File: src/rtl/had_trace_ctrl_pkg.sv
// Shared HAD definitions: trace FSM state encoding and trace counter width default.
package had_trace_ctrl_pkg;

  localparam int CNT_W_DFLT = 8;

  typedef enum logic [1:0] {
    ST_IDLE      = 2'd0,
    ST_COUNT     = 2'd1,
    ST_REQ       = 2'd2,
    ST_WAIT_EXIT = 2'd3
  } trace_st_e;

endpackage

File: src/rtl/had_trace_hist_fifo.sv
// Change-of-flow history FIFO; overwrites the oldest entry when full, clear wins over push/pop.
// Read data comes straight from the entry registers, so there is no path from push data to rd_dat_o.
module had_trace_hist_fifo
  import had_trace_ctrl_pkg::*;
#(
  parameter int DEPTH = 4,
  localparam int PW = $clog2(DEPTH)
) (
  input  logic        had_clk,
  input  logic        hadrst_b,
  input  logic        push_i,
  input  logic [31:0] push_dat_i,
  input  logic        pop_i,
  input  logic        clr_i,
  output logic [31:0] rd_dat_o,
  output logic        vld_o,
  output logic [PW:0] cnt_o,
  output logic        ovf_o
);

  localparam logic [PW:0] FULL_CNT = DEPTH[PW:0];

  logic [31:0]   mem_q [DEPTH];
  logic [PW-1:0] wr_ptr_q, wr_ptr_d;
  logic [PW-1:0] rd_ptr_q, rd_ptr_d;
  logic [PW:0]   cnt_q, cnt_d;
  logic          ovf_q, ovf_d;
  logic          full, empty, do_pop, wr_en;

  assign full   = (cnt_q == FULL_CNT);
  assign empty  = (cnt_q == '0);
  assign do_pop = pop_i && !empty;

  always_comb begin
    wr_ptr_d = wr_ptr_q;
    rd_ptr_d = rd_ptr_q;
    cnt_d    = cnt_q;
    ovf_d    = ovf_q;
    wr_en    = 1'b0;
    if (clr_i) begin
      wr_ptr_d = '0;
      rd_ptr_d = '0;
      cnt_d    = '0;
      ovf_d    = 1'b0;
    end else begin
      if (push_i) begin
        wr_en    = 1'b1;
        wr_ptr_d = wr_ptr_q + 1'b1;
      end
      // A push into a full FIFO drops the oldest entry, same as a pop would.
      if (do_pop || (push_i && full)) rd_ptr_d = rd_ptr_q + 1'b1;
      if (push_i && full && !do_pop) ovf_d = 1'b1;
      if (push_i && !full && !do_pop) cnt_d = cnt_q + 1'b1;
      else if (do_pop && !push_i)     cnt_d = cnt_q - 1'b1;
    end
  end

  always_ff @(posedge had_clk or negedge hadrst_b) begin
    if (!hadrst_b) begin
      wr_ptr_q <= '0;
      rd_ptr_q <= '0;
      cnt_q    <= '0;
      ovf_q    <= 1'b0;
      for (int i = 0; i < DEPTH; i++) mem_q[i] <= '0;
    end else begin
      wr_ptr_q <= wr_ptr_d;
      rd_ptr_q <= rd_ptr_d;
      cnt_q    <= cnt_d;
      ovf_q    <= ovf_d;
      if (wr_en) mem_q[wr_ptr_q] <= push_dat_i;
    end
  end

  assign rd_dat_o = mem_q[rd_ptr_q];
  assign vld_o    = !empty;
  assign cnt_o    = cnt_q;
  assign ovf_o    = ovf_q;

endmodule

File: src/rtl/had_trace_ctrl.sv
// HAD trace counter and change-of-flow history; the trace request follows the expiring event by one cycle.
// The request is held until the core enters debug or trace mode is disabled.
module had_trace_ctrl
  import had_trace_ctrl_pkg::*;
#(
  parameter int CNT_W      = CNT_W_DFLT,
  parameter int HIST_DEPTH = 4
) (
  input  logic                          had_clk,
  input  logic                          hadrst_b,
  input  logic                          regs_trace_en,
  input  logic                          regs_trace_mode,
  input  logic                          regs_tc_wr,
  input  logic [CNT_W-1:0]              regs_tc_wdata,
  input  logic                          regs_hist_rd,
  input  logic                          regs_hist_clr,
  input  logic                          iu_had_inst_retire,
  input  logic                          iu_had_chgflw_vld,
  input  logic [31:0]                   iu_had_chgflw_dst_pc,
  input  logic                          iu_yy_xx_dbgon,
  input  logic                          had_yy_xx_exit_dbg,
  input  logic                          iu_had_dbg_disable_for_tee,
  output logic                          trace_req,
  output logic                          trace_req_dbg_disable,
  output logic [CNT_W-1:0]              tc_value,
  output logic [31:0]                   hist_rdata,
  output logic                          hist_vld,
  output logic [$clog2(HIST_DEPTH):0]   hist_cnt,
  output logic                          hist_ovf
);

  trace_st_e        state_q, state_d;
  logic [CNT_W-1:0] tc_q, tc_d;
  logic             evt;
  logic             hist_push;
  logic [31:0]      hist_push_dat;

  assign evt = regs_trace_mode ? iu_had_chgflw_vld : iu_had_inst_retire;

  always_comb begin
    state_d = state_q;
    tc_d    = tc_q;
    unique case (state_q)
      ST_IDLE: begin
        if (regs_trace_en && !iu_yy_xx_dbgon) state_d = ST_COUNT;
      end
      ST_COUNT: begin
        if (!regs_trace_en) begin
          state_d = ST_IDLE;
        end else if (evt) begin
          // tc of 0 on entry behaves like 1: the next event single-steps.
          if (tc_q <= CNT_W'(1)) begin
            tc_d    = '0;
            state_d = ST_REQ;
          end else begin
            tc_d = tc_q - CNT_W'(1);
          end
        end
      end
      ST_REQ: begin
        if (!regs_trace_en)      state_d = ST_IDLE;
        else if (iu_yy_xx_dbgon) state_d = ST_WAIT_EXIT;
      end
      ST_WAIT_EXIT: begin
        if (had_yy_xx_exit_dbg) state_d = regs_trace_en ? ST_COUNT : ST_IDLE;
      end
      default: state_d = ST_IDLE;
    endcase
    if (regs_tc_wr) tc_d = regs_tc_wdata;
  end

  always_ff @(posedge had_clk or negedge hadrst_b) begin
    if (!hadrst_b) begin
      state_q <= ST_IDLE;
      tc_q    <= '0;
    end else begin
      state_q <= state_d;
      tc_q    <= tc_d;
    end
  end

  assign trace_req             = (state_q == ST_REQ) && !iu_had_dbg_disable_for_tee;
  assign trace_req_dbg_disable = (state_q == ST_REQ) &&  iu_had_dbg_disable_for_tee;
  assign tc_value              = tc_q;

  assign hist_push     = iu_had_chgflw_vld && regs_trace_en && !iu_yy_xx_dbgon;
  assign hist_push_dat = iu_had_chgflw_dst_pc & 32'hFFFF_FFFE;

  had_trace_hist_fifo #(
    .DEPTH (HIST_DEPTH)
  ) u_hist_fifo (
    .had_clk    (had_clk),
    .hadrst_b   (hadrst_b),
    .push_i     (hist_push),
    .push_dat_i (hist_push_dat),
    .pop_i      (regs_hist_rd),
    .clr_i      (regs_hist_clr),
    .rd_dat_o   (hist_rdata),
    .vld_o      (hist_vld),
    .cnt_o      (hist_cnt),
    .ovf_o      (hist_ovf)
  );

endmodule
File: config.mk
export PLATFORM = sky130hd
export DESIGN_NAME = had_trace_ctrl
export DESIGN_NICKNAME = d
export VERILOG_FILES = /design/src/rtl/had_trace_ctrl_pkg.sv /design/src/rtl/had_trace_hist_fifo.sv /design/src/rtl/had_trace_ctrl.sv
export SDC_FILE = /design/constraint.sdc
export NUM_CORES = 1
export LEC_CHECK = 0
export BUFFER_PORTS_ARGS = -buffer_cell sky130_fd_sc_hd__buf_4
export CAP_MARGIN = 20
export CORE_MARGIN = 1
export CORE_UTILIZATION = 35
export CTS_CLUSTER_DIAMETER = 30
export DETAILED_ROUTE_END_ITERATION = 10
export GPL_TIMING_DRIVEN = 0
export HOLD_SLACK_MARGIN = 0.06
export PLACE_DENSITY = 0.54
export RECOVER_POWER = 25
export SYNTH_ARGS = -nofsm -noshare
export SYNTH_HDL_FRONTEND = slang
export SYNTH_HIERARCHICAL = 1
export SYNTH_SLANG_ARGS = --single-unit
File: constraint.sdc
create_clock -name had_clk -period 2.5 [get_ports had_clk]
set_input_delay 0.125 -clock had_clk [delete_from_list [all_inputs] [get_ports had_clk]]
set_output_delay 0.125 -clock had_clk [all_outputs]
set_load 0.02 [all_outputs]
After elaboration in Yosys (flattened, before gate mapping)
Index checks and enable logic that the tools add are counted.
{ "totals": {"reg_bits": 146, "inputBits": 52, "out_inout_bits": 47, "elab_cells": 92} }
{ "op_classes": {"addsub": 5, "n_lt_le_gt_ge": 4, "eq_ne": 9, "muxes": 32, "bitwise": 2, "reduce_logical": 30} }
{ "ops": {"columns": ["operator", "n"], "rows": [
  ["bitwise mux 128 bit", 1],
  ["two-way mux 32 bit", 3],
  ["binary-select mux 32 bit (select 2 bit)", 1],
  ["demux 32 bit (select 2 bit)", 1],
  ["two-way mux 8 bit", 5],
  ["two-way mux 2 bit", 11],
  ["logical AND 1 bit", 12],
  ["nonzero test 2 bit", 6],
  ["two-way mux 3 bit", 3],
  ["inequality test 3 bit (second input constant)", 3],
  ["<= comparator 8 x 1 -> 1 bit (second input constant)", 1],
  ["one-hot mux 2 bit (4 select lines)", 1],
  ["subtractor 8 x 1 -> 8 bit (second input constant)", 1],
  ["greater-or-equal comparator 3 bit (second input constant)", 2],
  ["logical NOT 1 bit", 6],
  ["two-way mux 1 bit", 6],
  ["NOT 2 -> 3 bit", 2],
  ["AND reduction 5 bit", 1],
  ["adder 2 x 1 -> 2 bit (second input constant)", 2],
  ["equality test 2 bit (second input constant)", 2],
  ["inequality test 2 bit (second input constant)", 2],
  ["adder 3 x 1 -> 3 bit (second input constant)", 1],
  ["equality test 3 bit (second input constant)", 1],
  ["logical NOT 3 bit", 1],
  ["7 further kinds", 7]
]} }

Logic depth before layout (Yosys ltp)
Gate-level depths: netlist of the first run.
{ "logic_depth": {"depth_word": 7, "ltp_mapped": 8, "depth_no_buf": 7} }

By module
The synthesis of the first run kept the hierarchy.
{ "modules_own_cells": {"columns": ["module", "instances", "cells_each", "area_each_um2", "seq_area_each_um2"], "rows": [
  ["had_trace_hist_fifo", 1, 369, 6139.6, 3403.3],
  ["had_trace_ctrl", 1, 78, 715.7, 250.2]
]} }

Worst setup path before layout of the first run
OpenSTA, ideal clock, no wires.
{ "synth_path": {"path_kind": "register to register", "from": "reg u_hist_fifo.cnt_q[1], in the netlist u_hist_fifo/cnt_o[1]", "to": "reg u_hist_fifo.cnt_q[2], in the netlist u_hist_fifo/cnt_o[2]", "setup_time_ps": 116, "arrival_time_ps": 1886, "required_ps": 2384, "slack_ps": 498, "path_stages_with_launch": 7, "n_path_buf": 0, "period_less_slack_ps": 2002, "path_cell_list": "dfrtp_1 o21a_1 a211oi_1 fa_1 and3b_1 or4b_1 o311ai_0"} }
{ "synth_between": {"elab_chain_len": 7, "elab_cells_between_ends": 15, "cone_classes": "add/sub: 2; eq/ne: 1; mux: 3; reduce/logical: 9"} }
{ "synth_rtl": {"columns": ["element", "line", "text"], "rows": [
  ["start, declared", "had_trace_hist_fifo.sv:26", "logic [PW:0] cnt_q, cnt_d;"],
  ["start signal, assigned", "had_trace_hist_fifo.sv:68", "cnt_q <= cnt_d;"],
  ["parallel branches: the longest is 7 deep, another holds subtractor 3 x 1 -> 3 bit", null, null]
]} }
Several ways; the timed one is not identified. The select of a mux whose other input is x is not followed.
A chain may end at the register's enable or synchronous reset.

Final worst setup path of the first run
{ "layout_path": {"from": "in regs_trace_en", "to": "reg u_hist_fifo.cnt_q[2], in the netlist u_hist_fifo/cnt_o[2]"} }
{ "layout_between": {"elab_chain_len": 6, "elab_cells_between_ends": 9, "cone_classes": "mux: 2; reduce/logical: 7"} }
{ "layout_rtl": {"columns": ["element", "line", "text"], "rows": [
  ["start, declared", "had_trace_ctrl.sv:11", "input logic regs_trace_en,"],
  ["logical AND 1 bit (*) (2 in series)", "had_trace_ctrl.sv:86", "assign hist_push = iu_had_chgflw_vld && regs_trace_en && !iu_yy_xx_dbgon;"],
  ["via hist_push", "had_trace_ctrl.sv:35", "logic hist_push;"],
  ["logical AND 1 bit (2 in series)", "had_trace_hist_fifo.sv:53", "if (push_i && !full && !do_pop) cnt_d = cnt_q + 1'b1;"],
  ["two-way mux 3 bit", "had_trace_hist_fifo.sv:53", null],
  ["two-way mux 3 bit", "had_trace_hist_fifo.sv:40", "if (clr_i) begin"]
]} }
Mark *: on every way through the listed nets, which the timed path passes. The rest lies on a longest branch.

==> key figures, run 1 <==
Floorplanning
  • Width of the die: 142 um
  • Die area: 20100 um2
  • Die Y: 142 um
  • # rows: 50
  • Core box area: 19000 um2
  • # IOs: 99
  • Initial Util: 0.362

Logic synthesis
  • Total of warnings raised by yosys: 6
  • Cells after synthesis: 447
  • Sequential area share after synthesis: 0.533
  • Largest area contributor in the netlist: dfrtp_1
  • #FFs+latches synth: 146
  • Async SR Flop Fraction: 1.00
  • Mean Syn Cell Area: 15.3 um2
  • Mapped Area: 6860 um2
  • Distinct cell type count after synthesis: 49
  • Main synth FF type: dfrtp_1
  • EDFF count, synth: 0
  • Synth area leaders: dfrtp_1 53%, mux2_2 21%, mux4_2 11%
  • Share of the synthesized area in the top cell type: 0.533

Hold path
  • Min-delay src: regs_tc_wdata[6]
  • Hold Path Cell Cnt: 4
  • Hold Path Class: in -> reg
  • Hold endpoint: tc_value[6]

Critical path
  • Crit end category: flip-flop
  • CP Data Arrival Time: 2.60 ns
  • Kind of critical path: in -> reg
  • Crit-path max FO: 10
  • R2R Path Start: u_hist_fifo/cnt_o[0]
  • End of the worst register-to-register path: u_hist_fifo/cnt_o[2]
  • Worst r2r path cells: 6
  • Crit start category: primary input
  • Flop2flop setup slack: 0.39 ns
  • CP required: 2.78 ns

Timing
  • Final period util: 0.929
  • Final Hold Viols: 0
  • Final WS setup: 0.177 ns
  • Count of pins over their slew limit: 74
  • Min Tclk post-route: 2.32 ns
  • Finish-stage setup viols: 0
  • Worst slew pin tran: 1.96 ns
  • Relative slew slack: -0.307
  • Setup_tns: 0 ns
  • Fmax: 0.431 GHz
  • Worst Skew: 0.00913 ns
  • RSZ-0062 raised after global routing: false

Power
  • Power density of the placed cells: 848 nW/um2
  • Static Leak: 0.00421 uW
  • Max rail drop VDD: 449 uV

Route
  • Vias per cell: 4.87
  • Post-route ant nets: 0
  • DRT Wirelength: 15000 um
  • Routed length per instance: 17.1 um
  • Starting DRT DRC Count: 96
  • Residual DRC: 0
  • DRT Pass-1 Iters: 4
  • Via count: 4292

Finish
  • Area grow syn2layout: 29.8%
  • Fin area: 8900 um2
  • Nets: 667
  • Fin util: 0.469
  • Fillers: 1711
  • Share of cells above drive strength 1: 0.496
  • # diodes: 0

GRT
  • First-pass GRT wire length: 24400 um
  • Vias in the first global route: 4647
  • Pin count of the biggest net entering global routing: 75
  • Total track usage: 0.160
  • Initial antenna violation count: 0
  • Gr ovfl total: 0

Clock network
  • Clock sinks: 146
  • TritonCTS clock tree: done
  • Clock latency at the later pin of the worst-skew pair: 0.41 ns
  • CTS buffer count: 17
  • Longest Clk Path Bufs: 2
  • Post-CTS Setup Inserts: 0
  • H-tree Lvls: 4
  • CTS clk-pin slew, worst paths: 0.06 ns
  • CTS Root Buffer Type: clkbuf_16

Placed design
  • Dpl cell area: 7940 um2
  • PortBufs: 96
  • Dpl hpwl: 9900 um
  • Global placement routability congestion: 0.793
  • Pre-CTS WS: 0.396 ns

Job
  • Max cap viols: 1

Status
  • Status: finished, violations left
  • Failing checks: capacitance limit, slew limit
==> cell usage after synthesis, types with 2 or more instances <==
master and count:
a21oi_1 2, nand2_4 4, nor2_1 17, mux2_1 8, o21ai_0 6, nor2b_1 2
a221o_1 2, mux2_2 126, a31oi_1 2, and3b_1 3, nand2b_1 2, mux2i_1 3
nand2_1 5, or2_2 2, inv_1 10, nor4_1 3, buf_6 13, o211ai_1 2
buf_4 3, nor3b_1 6, nor3_1 6, mux4_2 32, clkbuf_1 5, dfrtp_1 146
buf_2 4, or3_1 2, a21o_1 3, ha_1 6, xnor2_1 2
==> what timing repair did <==
item / in CTS / in global routing
gates resized for setup: 0 / 0
hold endpoints to repair: 207 / 0
hold buffers: 42 / 0
==> per-stage QoR <==
stage          hold WS (ns)  std cells  power, uW
5_1_grt              0.0910        881       7960
3_5_place_dp          0.201        807       5130
6_report             0.0874        881       7540
4_1_cts              0.0635        881       7690
3_3_place_gp          0.345        806       5080
2_1_floorplan        -0.171        450       4250
==> placed cells by master (no fill, tap or decap), types with 3 or more instances in the layout <==
master / count
a21o_1: 3
and3b_1: 3
buf_2: 4
buf_4: 89
buf_6: 13
clkbuf_1: 15
clkbuf_16: 17
clkbuf_8: 3
clkinv_2: 3
clkinvlp_4: 3
conb_1: 4
dfrtp_1: 146
dlygate4sd3_1: 42
ha_1: 6
inv_1: 10
mux2_1: 8
mux2_2: 126
mux2i_1: 3
mux4_2: 32
nand2_1: 5
nand2_4: 4
nor2_1: 17
nor3_1: 6
nor3b_1: 6
nor4_1: 3
o21ai_0: 6
==> cell families (layout without fill, tap and decap cells) <==
family | count (synthesis) | in the layout | synth area share
buffers and inverters | 35 | 206 | 0.0358
AOI/OAI and AO/OA | 27 | 27 | 0.0285
and+or+nand+nor | 60 | 60 | 0.0562
other | 1 | 4 | 0.000547
muxes | 169 | 169 | 0.330
adders and majority gates | 7 | 7 | 0.0139
DFF | 146 | 146 | 0.533
xor gates and xnor gates | 2 | 2 | 0.00256
==> sequential cells by signal, indices dropped and copies added, names as in the netlist <==
| register | count |
|---|---|
| u_hist_fifo/rd_ptr_q | 2 |
| u_hist_fifo/ovf_o | 1 |
| state_q | 2 |
| u_hist_fifo/wr_ptr_q | 2 |
| u_hist_fifo/cnt_o | 3 |
| u_hist_fifo/mem_q | 128 |
| tc_value | 8 |
==> critical path, cell delays in order <==
cell           delay (ns)
dlygate4sd3_1        0.54
clkbuf_1             0.17
and3b_1              0.22
buf_6                0.14
inv_1                0.07
a211oi_1             0.05
fa_1                 0.45
and3b_1              0.21
or4b_1               0.49
o311ai_0             0.14
==> power breakdown <==
group / switching (uW) / leakage [uW] / total [uW] / internal, uW
registers: 155 / 0.00194 / 2780 / 2620
logic: 1130 / 0.00199 / 2310 / 1180
clock network: 999 / 0.000276 / 2450 / 1450
total: 2280 / 0.00421 / 7540 / 5260
==> per-layer routing <==
layer | share of wire | vias up | track usage
li1 | - | 1981 | -
met1 | 0.47 | 2221 | 0.211
met2 | 0.50 | 81 | 0.266
met3 | 0.028 | 9 | 0.0380
met4 | 0.0079 | 0 | 0.0390
met5 | 0 | - | 0
==> how the worst max path moves through the flow <==
stage / cells after the start / end / startpoint / slack, ns
after global placement: 4 / tc_value[7] / tc_value[0] / 0.49
after global routing: 10 / u_hist_fifo/cnt_o[2] / regs_trace_en / 0.04
after detailed placement: 9 / u_hist_fifo/cnt_o[2] / regs_trace_en / 0.40
after CTS: 4 / hist_rdata[26] / u_hist_fifo/rd_ptr_q[1] / 0.13
after floorplan: 6 / u_hist_fifo/cnt_o[2] / u_hist_fifo/cnt_o[1] / 0.50
final: 10 / u_hist_fifo/cnt_o[2] / regs_trace_en / 0.18
==> area by class of cell <==
cell class	instances	area [um2]	share of cell area
sequential	146	3650	0.411
multi-input combinational	269	2970	0.334
timing repair buffer	139	1130	0.127
clock buffer	21	470	0.0529
tap	260	325	0.0366
buffer	25	208	0.0233
clock inverter	11	103	0.0115
inverter	10	37.5	0.00422
(Power assumes the default switching activity.)
==> run 2: changes to the inputs <==
Settings changed: MAX_ROUTING_LAYER set to met4.
==> key figures, run 2 (synthesis results as in run 1) <==
Hold path
  • Hold Path Class: in -> reg

GRT
  • Grt met2 use: 0.266
  • First-pass GRT wire length: 24400 um
  • Pin count of the biggest net entering global routing: 75
  • Met1 usage: 0.211
  • Gr ovfl total: 0
  • GR peak layer: met2
  • Total track usage: 0.165
  • Initial antenna violation count: 0
  • Vias in the first global route: 4659
  • Met3 track utilization from global routing: 0.0363

Finish
  • # diodes: 0
  • Most common cell after layout, fill and taps aside: dfrtp_1
  • Fillers: 1711
  • Most flops, register: u_hist_fifo/mem_q
  • Share of cells above drive strength 1: 0.494
  • Commonest cells after routing, fill and taps aside: 146 x dfrtp_1, 126 x mux2_2, 88 x buf_4, 42 x dlygate4sd3_1, 32 x mux4_2
  • Max reg flops: 128
  • Area grow syn2layout: 29.7%
  • Nets: 667

Timing
  • Final WS setup: 0.178 ns
  • Worst Skew: 0.00849 ns
  • Relative slew slack: -0.305
  • Final Hold Viols: 0
  • Count of pins over their slew limit: 74
  • Fmax: 0.431 GHz
  • Worst slew pin tran: 1.96 ns
  • Finish-stage setup viols: 0
  • Final period util: 0.929
  • RSZ-0062 raised after global routing: false
  • Setup_tns: 0 ns
  • Min Tclk post-route: 2.32 ns

Critical path
  • Crit-path max FO: 10
  • Crit end category: flip-flop
  • Kind of critical path: in -> reg
  • Crit start category: primary input
  • CP required: 2.78 ns
  • CP Data Arrival Time: 2.60 ns

Clock network
  • Post-CTS sizing: 0
  • CTS buffer count: 17
  • Clock latency at the later pin of the worst-skew pair: 0.41 ns
  • H-tree Lvls: 4
  • Longest Clk Path Bufs: 2
  • Clock sinks: 146
  • Post-CTS Setup Inserts: 0
  • CTS clk-pin slew, worst paths: 0.06 ns
  • TritonCTS clock tree: done
  • CTS Root Buffer Type: clkbuf_16

Floorplanning
  • # rows: 50
  • Width of the die: 142 um
  • Die Y: 142 um
  • Initial Util: 0.362
  • Die area: 20100 um2
  • Core box area: 19000 um2
  • # IOs: 99

Placed design
  • Global placement routability congestion: 0.804
  • PortBufs: 96
  • Pre-CTS WS: 0.396 ns
  • Dpl hpwl: 9900 um

Route
  • Via count: 4309
  • DRT Wirelength: 15000 um
  • Vias per cell: 4.89
  • Starting DRT DRC Count: 113
  • DRT Pass-1 Iters: 4
  • Routed length per instance: 17.1 um
  • Post-route ant nets: 0
  • Residual DRC: 0

Power
  • Static Leak: 0.00421 uW
  • Power density of the placed cells: 848 nW/um2
  • Max rail drop VDD: 450 uV
  • Total power: 7540 uW

Status
  • Status: finished, violations left
  • Failing checks: capacitance limit, slew limit

Job
  • Max cap viols: 1
-- run 2: worst max-delay path, stage by stage --
cell,delay [ns]
dlygate4sd3_1,0.54
clkbuf_1,0.17
and3b_1,0.22
buf_6,0.14
inv_1,0.07
a211oi_1,0.05
fa_1,0.45
and3b_1,0.21
or4b_1,0.49
o311ai_0,0.14
-- run 2: through the flow --
step,hold slack (ns),instance area [um2],utilization,cells
final,0.0870,8890,0.469,881
after global routing,0.0925,8890,0.469,881
after CTS,0.0635,8940,0.471,881
after detailed placement,0.201,7940,0.419,807
after global placement,0.345,7910,0.417,806
after floorplan,-0.171,6870,-,450
-- run 2: worst paths after layout --
check / from / endpoint / slack (ns) / depth (start not counted)
setup / recovery: regs_trace_en / u_hist_fifo/cnt_o[2] / 0.18 / 10
hold / removal: regs_tc_wdata[6] / tc_value[6] / 0.09 / 4
setup reg to reg: u_hist_fifo/cnt_o[0] / u_hist_fifo/cnt_o[2] / 0.39 / 6
hold reg to reg: u_hist_fifo/mem_q[64] / u_hist_fifo/mem_q[64] / 0.49 / 1
max in group asynchronous: hadrst_b / u_hist_fifo/mem_q[112] / 0.52 / 2
min in group asynchronous: hadrst_b / u_hist_fifo/mem_q[114] / 0.77 / 2
-- run 2: report_power, final --
part	switching [uW]	internal, uW	leakage, uW	total (uW)
clock network	999	1450	0.000276	2450
registers	155	2620	0.00194	2780
logic	1130	1180	0.00199	2310
-- run 2: per-layer routing --
layer,part of all wire,up-vias
li1,-,1979
met1,0.47,2231
met2,0.50,90
met3,0.029,9
met4,0.0077,0
met5,0,-
-- run 2: final cells by class --
class / instances / area [um2] / area share
sequential: 146 / 3650 / 0.411
clock inverter: 11 / 103 / 0.0115
buffer: 25 / 208 / 0.0234
multi-input combinational: 269 / 2970 / 0.334
tap: 260 / 325 / 0.0366
clock buffer: 21 / 470 / 0.0529
inverter: 10 / 37.5 / 0.00422
timing repair buffer: 139 / 1130 / 0.127
-- run 2: what timing repair did --
item / in CTS / in global routing
endpoints found under the hold margin: 207 / 0
hold buffers: 42 / 0
endpoints found under the setup margin: 0 / 0
